$ cat src/rtl/hazard_pkg.sv
// Shared definitions for the hazard unit: forwarding-select encodings,
// the scoreboard entry type and the source/entry match rule.
package hazard_pkg;

   localparam logic [1:0] FWD_RF  = 2'b00;
   localparam logic [1:0] FWD_EX  = 2'b01;
   localparam logic [1:0] FWD_MEM = 2'b10;
   localparam logic [1:0] FWD_WB  = 2'b11;

   typedef struct packed {
      logic       valid;
      logic [4:0] addr;
      logic       regwrite;
      logic       load;
   } sb_entry_t;

   // Register 0 is hardwired, so it can never be a real dependency.
   function automatic logic entry_hit(sb_entry_t e, logic [4:0] src, logic src_used);
      return e.valid && e.regwrite && (e.addr == src) && (src != 5'd0) && src_used;
   endfunction

endpackage

$ cat src/rtl/hazard_cmp.sv
// Compares one decode source against the EX/MEM/WB scoreboard entries.
// HAZARD_FORWARD_EN selects forwarding; otherwise any match is a stall.
module hazard_cmp
   import hazard_pkg::*;
(
   input  logic [4:0] src,
   input  logic       src_used,
   input  sb_entry_t  ex_entry,
   input  sb_entry_t  mem_entry,
   input  sb_entry_t  wb_entry,
   output logic [1:0] sel,
   output logic       stall_hit
);

   logic ex_hit;
   logic mem_hit;
   logic wb_hit;
   logic unused_load_bits;

   assign ex_hit  = entry_hit(ex_entry,  src, src_used);
   assign mem_hit = entry_hit(mem_entry, src, src_used);
   assign wb_hit  = entry_hit(wb_entry,  src, src_used);

`ifdef HAZARD_FORWARD_EN
   // Youngest producer wins; a load still in EX has no data yet.
   always_comb begin
      sel = FWD_RF;
      if (ex_hit) begin
         sel = ex_entry.load ? FWD_RF : FWD_EX;
      end else if (mem_hit) begin
         sel = FWD_MEM;
      end else if (wb_hit) begin
         sel = FWD_WB;
      end
   end

   assign stall_hit        = ex_hit & ex_entry.load;
   assign unused_load_bits = mem_entry.load ^ wb_entry.load;
`else
   assign sel              = FWD_RF;
   assign stall_hit        = ex_hit | mem_hit | wb_hit;
   assign unused_load_bits = ex_entry.load ^ mem_entry.load ^ wb_entry.load;
`endif

endmodule

$ cat src/rtl/hazard_unit.sv
// Pipeline hazard unit: three-entry scoreboard, per-operand forwarding
// selects, load-use stall/bubble and a saturating stall counter (HAZARD_FORWARD_EN).
module hazard_unit
   import hazard_pkg::*;
(
   input  logic        i_clk,
   input  logic        i_rst_n,
   input  logic [4:0]  i_id_rs,
   input  logic [4:0]  i_id_rt,
   input  logic        i_id_use_rs,
   input  logic        i_id_use_rt,
   input  logic [4:0]  i_id_wr_addr,
   input  logic        i_id_regwrite,
   input  logic        i_id_load,
   input  logic        i_id_valid,
   input  logic        i_flush,
   output logic [1:0]  o_mux_ctrl1,
   output logic [1:0]  o_mux_ctrl2,
   output logic        o_stall,
   output logic        o_bubble,
   output logic [15:0] o_stall_cnt
);

   sb_entry_t   ex_reg;
   sb_entry_t   mem_reg;
   sb_entry_t   wb_reg;
   sb_entry_t   id_entry;
   logic [15:0] stall_cnt_reg;
   logic [1:0]  sel_rs;
   logic [1:0]  sel_rt;
   logic        stall_hit_rs;
   logic        stall_hit_rt;
   logic        hazard;

   hazard_cmp u_cmp_rs (
      .src       (i_id_rs),
      .src_used  (i_id_use_rs),
      .ex_entry  (ex_reg),
      .mem_entry (mem_reg),
      .wb_entry  (wb_reg),
      .sel       (sel_rs),
      .stall_hit (stall_hit_rs)
   );

   hazard_cmp u_cmp_rt (
      .src       (i_id_rt),
      .src_used  (i_id_use_rt),
      .ex_entry  (ex_reg),
      .mem_entry (mem_reg),
      .wb_entry  (wb_reg),
      .sel       (sel_rt),
      .stall_hit (stall_hit_rt)
   );

   // A flushed instruction is discarded anyway, so flush overrides the stall.
   assign hazard      = stall_hit_rs | stall_hit_rt;
   assign o_stall     = hazard & ~i_flush;
   assign o_bubble    = hazard | i_flush;
   assign o_mux_ctrl1 = o_stall ? FWD_RF : sel_rs;
   assign o_mux_ctrl2 = o_stall ? FWD_RF : sel_rt;
   assign o_stall_cnt = stall_cnt_reg;

   assign id_entry = '{valid:    1'b1,
                       addr:     i_id_wr_addr,
                       regwrite: i_id_regwrite,
                       load:     i_id_load};

   always_ff @(posedge i_clk or negedge i_rst_n) begin
      if (!i_rst_n) begin
         ex_reg        <= '0;
         mem_reg       <= '0;
         wb_reg        <= '0;
         stall_cnt_reg <= '0;
      end else begin
         wb_reg  <= mem_reg;
         mem_reg <= ex_reg;
         ex_reg  <= (i_id_valid && !o_stall && !i_flush) ? id_entry : '0;
         if (o_stall && (stall_cnt_reg != 16'hFFFF)) begin
            stall_cnt_reg <= stall_cnt_reg + 16'd1;
         end
      end
   end

endmodule

$ cat config.mk
export PLATFORM = sky130hd
export DESIGN_NAME = hazard_unit
export DESIGN_NICKNAME = d
export VERILOG_FILES = /design/src/rtl/hazard_pkg.sv /design/src/rtl/hazard_cmp.sv /design/src/rtl/hazard_unit.sv
export SDC_FILE = /design/constraint.sdc
export NUM_CORES = 1
export LEC_CHECK = 0
export CORE_MARGIN = 3
export CORE_UTILIZATION = 51
export CTS_BUF_LIST = sky130_fd_sc_hd__clkbuf_2
export DETAILED_ROUTE_END_ITERATION = 8
export GPL_ROUTABILITY_DRIVEN = 0
export GPL_TIMING_DRIVEN = 0
export PLACE_DENSITY_LB_ADDON = 0.3
export SLEW_MARGIN = 20
export SYNTH_ARGS = -nofsm -noshare
export SYNTH_HDL_FRONTEND = slang
export SYNTH_SLANG_ARGS = --single-unit
$ cat constraint.sdc
create_clock -name i_clk -period 2.4 [get_ports i_clk]
set_clock_uncertainty 0.05 [all_clocks]
set_input_delay 0.24 -clock i_clk [delete_from_list [all_inputs] [get_ports i_clk]]
set_output_delay 0.24 -clock i_clk [all_outputs]
set_load 0.03 [all_outputs]
==> results.md <==
* Drt drc at 0
* Yosys cell types at 30
* Pin count of the biggest net entering global routing at 27
* RSZ-0062 raised after global routing: true
* ANT cells at 0
* # IOs at 45
* Nets@finish at 241
* Worst-path clk slew at 0.19 ns
* Compound-cell area share of the yosys netlist at about an eighth
* Crit start category: flop
* Post-synthesis sequential area ratio at between 40% and 50%
* PwrDens at 468 nW/um2
* First-pass GRT wire length at 6800 um
* Slew Viols, Final at 0
* Core Footprint at 3470 um2
* CP max FO at 4
* Post-layout util at approximately three quarters
* Hold Path Class: in2async
* Share of layout cells above drive strength 1 at 22.5%
* Worst slew margin at 52.9%
* Total number of vias at 1453
* Final hold viol count at 0
* Final WS setup at -0.0926 ns
* Fmax achieved at 401 MHz
* Largest family of logic cells by synthesized area: XOR/XNOR gates
* Worst R2R End: o_stall_cnt[10]
* CTS tree: yes
* Crit path DAT at 2.20 ns
* Vias in the first global route at 1402
* Die height at 67.2 um
* DRT iter0 DRCs at 83
* Pre-antenna DRT Iters at 4
* Pleak at 1.18 nW
* Post-Synth Adder-Cell Area at 0.654%
* Total CTS buffers at 5
* Synth top area cells: dfrtp_1, xor2_1, xnor2_1
* Max-Cap Viols at 0
* Fin crit share at 104%
* GR Util All Layers at 20.6%
* Syn Area/Cell at around 12 um2
* PortBufs at 39
* R2R depth at 7
* Crit Reg-Reg Startpoint: o_stall_cnt[0]
* Failing checks: negative setup slack
* Post-synthesis cell area at 1910 um2
* Drt total wl at 4280 um
* Critical path required time at roughly 2.1 ns
* YS warnings at 0
* Multiplexer share of the synthesized area at 0.785%
* Crit path time final at 2.49 ns
* Post-synthesis xor/xnor area fraction at approximately a fifth
* Sequential standard cell area at roughly 930 um2
* Synth area leader: dfrtp_1
* Die Wd at slightly below 70 um
* Via density at 5.50
* H-tree levels at 2
* Total grt overflow at 0
* Max FFs per register at 16
* Crit. End Element: output port
* Worst-margin pin slew at 0.703 ns
* Maximum VDD drop at 341 uV
* Initial antenna violation count at 0
* Post-Synth Simple-Gate Area at roughly 14%
* Synthesis-to-finish area growth at 34.5%
* Status: complete, but fails checks
* CTS Sinks at 37
* Multi-input gate area at 945 um2
* Filler cells at 244
* # rows at 21
* Mapped Cells at 154
* DP Worst Slack at -0.811 ns
* Yosys reg bits at 37
* Flop-to-flop setup slack at -0.01 ns
* Clk_lat worst skew at 0.40 ns
* Full die area at 4520 um2
* Post-synth top area share at 48.4%
* Detail Route Antenna Nets at 0
* Endpoints failing setup at 3
* CP Class: reg2out
* Maximum clock insertion buffer count at 2
* Wirelength per Cell at around 16 um
* Clock Tree Root: clkbuf_2
* Starting density of the core at 55.2%
==> Yosys cell counts <==
master / instances
o211ai_2: 8
or3_1: 1
or4_1: 2
buf_8: 1
nor4_1: 5
inv_1: 1
o2111ai_1: 5
nand3_1: 2
nand4_1: 7
and3_1: 8
conb_1: 1
nor4b_4: 1
buf_4: 4
xnor2_1: 21
a31oi_4: 2
nand2_1: 1
nor2b_1: 1
and4_1: 1
dfrtp_1: 37
buf_6: 2
ha_1: 1
a31oi_1: 1
xor2_1: 24
o21ai_1: 1
mux2_4: 1
nor4_2: 1
nor2_1: 5
o21ai_2: 2
and2_1: 6
o211ai_1: 1
==> repair_timing <==
item | in CTS | in global routing
buffers inserted | 9 | 3
pin swaps | 7 | 4
endpoints found under the setup margin | 2 | 16
gates resized for setup | 15 | 6
endpoints found under the hold margin | 37 | 0
hold buffers | 1 | 0
==> layout by cell type, fill, tap and decap left out, drive strengths merged, types with 5 or more instances in the layout <==
cell type      synthesis  routed
buf                    7      23
and3                   8       8
and2                   6       6
nor2                   5       5
o211ai                 9       9
clkbuf                 0       5
nor4                   6       6
clkdlybuf4s50          0      33
dfrtp                 37      37
xnor2                 21      21
nand4                  7       7
xor2                  24      24
o2111ai                5       5
==> critical path, cell delays in order (launching register included) <==
cell	delay (ns)
dfrtp_1	0.44
buf_6	0.12
xor2_1	0.15
nor4_1	0.24
nand4_1	0.20
a31oi_4	0.24
buf_6	0.14
nor2_2	0.03
nor2_1	0.08
buf_4	0.17
==> cells by family (layout without fill, tap and decap cells) <==
logic type      Yosys count  count (layout)
flops                    37              37
simple gates             41              41
other cells               1               4
mux                       1               1
compound gates           20              20
xor+xnor                 45              45
fa+ha+maj                 1               1
buf+inv                   8              69
==> how the worst max path moves through the flow <==
stage / slack [ns] / endpoint / start / cells past startpoint
2_1_floorplan: 0.15 / o_stall / mem_reg[6] / 7
3_3_place_gp: -0.74 / o_stall / i_id_rs[3] / 9
3_5_place_dp: -0.81 / o_stall / i_id_rs[3] / 9
4_1_cts: -0.10 / o_stall / wb_reg[2] / 8
5_1_grt: -0.22 / o_stall / ex_reg[5] / 9
6_report: -0.09 / o_stall / ex_reg[5] / 9
==> routing by layer <==
metal  routed length (um)  track usage [%]
met5                    0                0
met1                 1850             26.9
met3                  318             4.83
met4                   94             8.86
met2                 2020             32.6
==> area by class of cell <==
type | count | area share, %
Multi-Input combinational cell | 112 | 36.7
Sequential cell | 37 | 36.0
Timing Repair Buffer | 53 | 19.7
Buffer | 7 | 2.63
Tap cell | 46 | 2.24
Clock inverter | 3 | 1.60
Clock buffer | 5 | 0.972
Inverter | 1 | 0.146
==> power by group <==
group / internal [mW] / switching [mW] / total (mW)
Sequential: 0.640 / 0.0158 / 0.656
Combinational: 0.0786 / 0.0794 / 0.158
Clock: 0.172 / 0.218 / 0.391
==> per-stage QoR <==
step | setup TNS [ns] | std cells | power [mW] | hold WS, ns | area, um2
2_1_floorplan | 0 | 157 | 0.735 | -0.106 | 1920
3_3_place_gp | -1.87 | 242 | 0.809 | 0.338 | 2370
3_5_place_dp | -3.11 | 243 | 0.816 | 0.0956 | 2390
4_1_cts | -0.195 | 261 | 1.20 | 0.189 | 2530
5_1_grt | -1.52 | 264 | 1.25 | 0.201 | 2570
6_report | -0.189 | 264 | 1.20 | 0.191 | 2570
(Power assumes the default switching activity.)
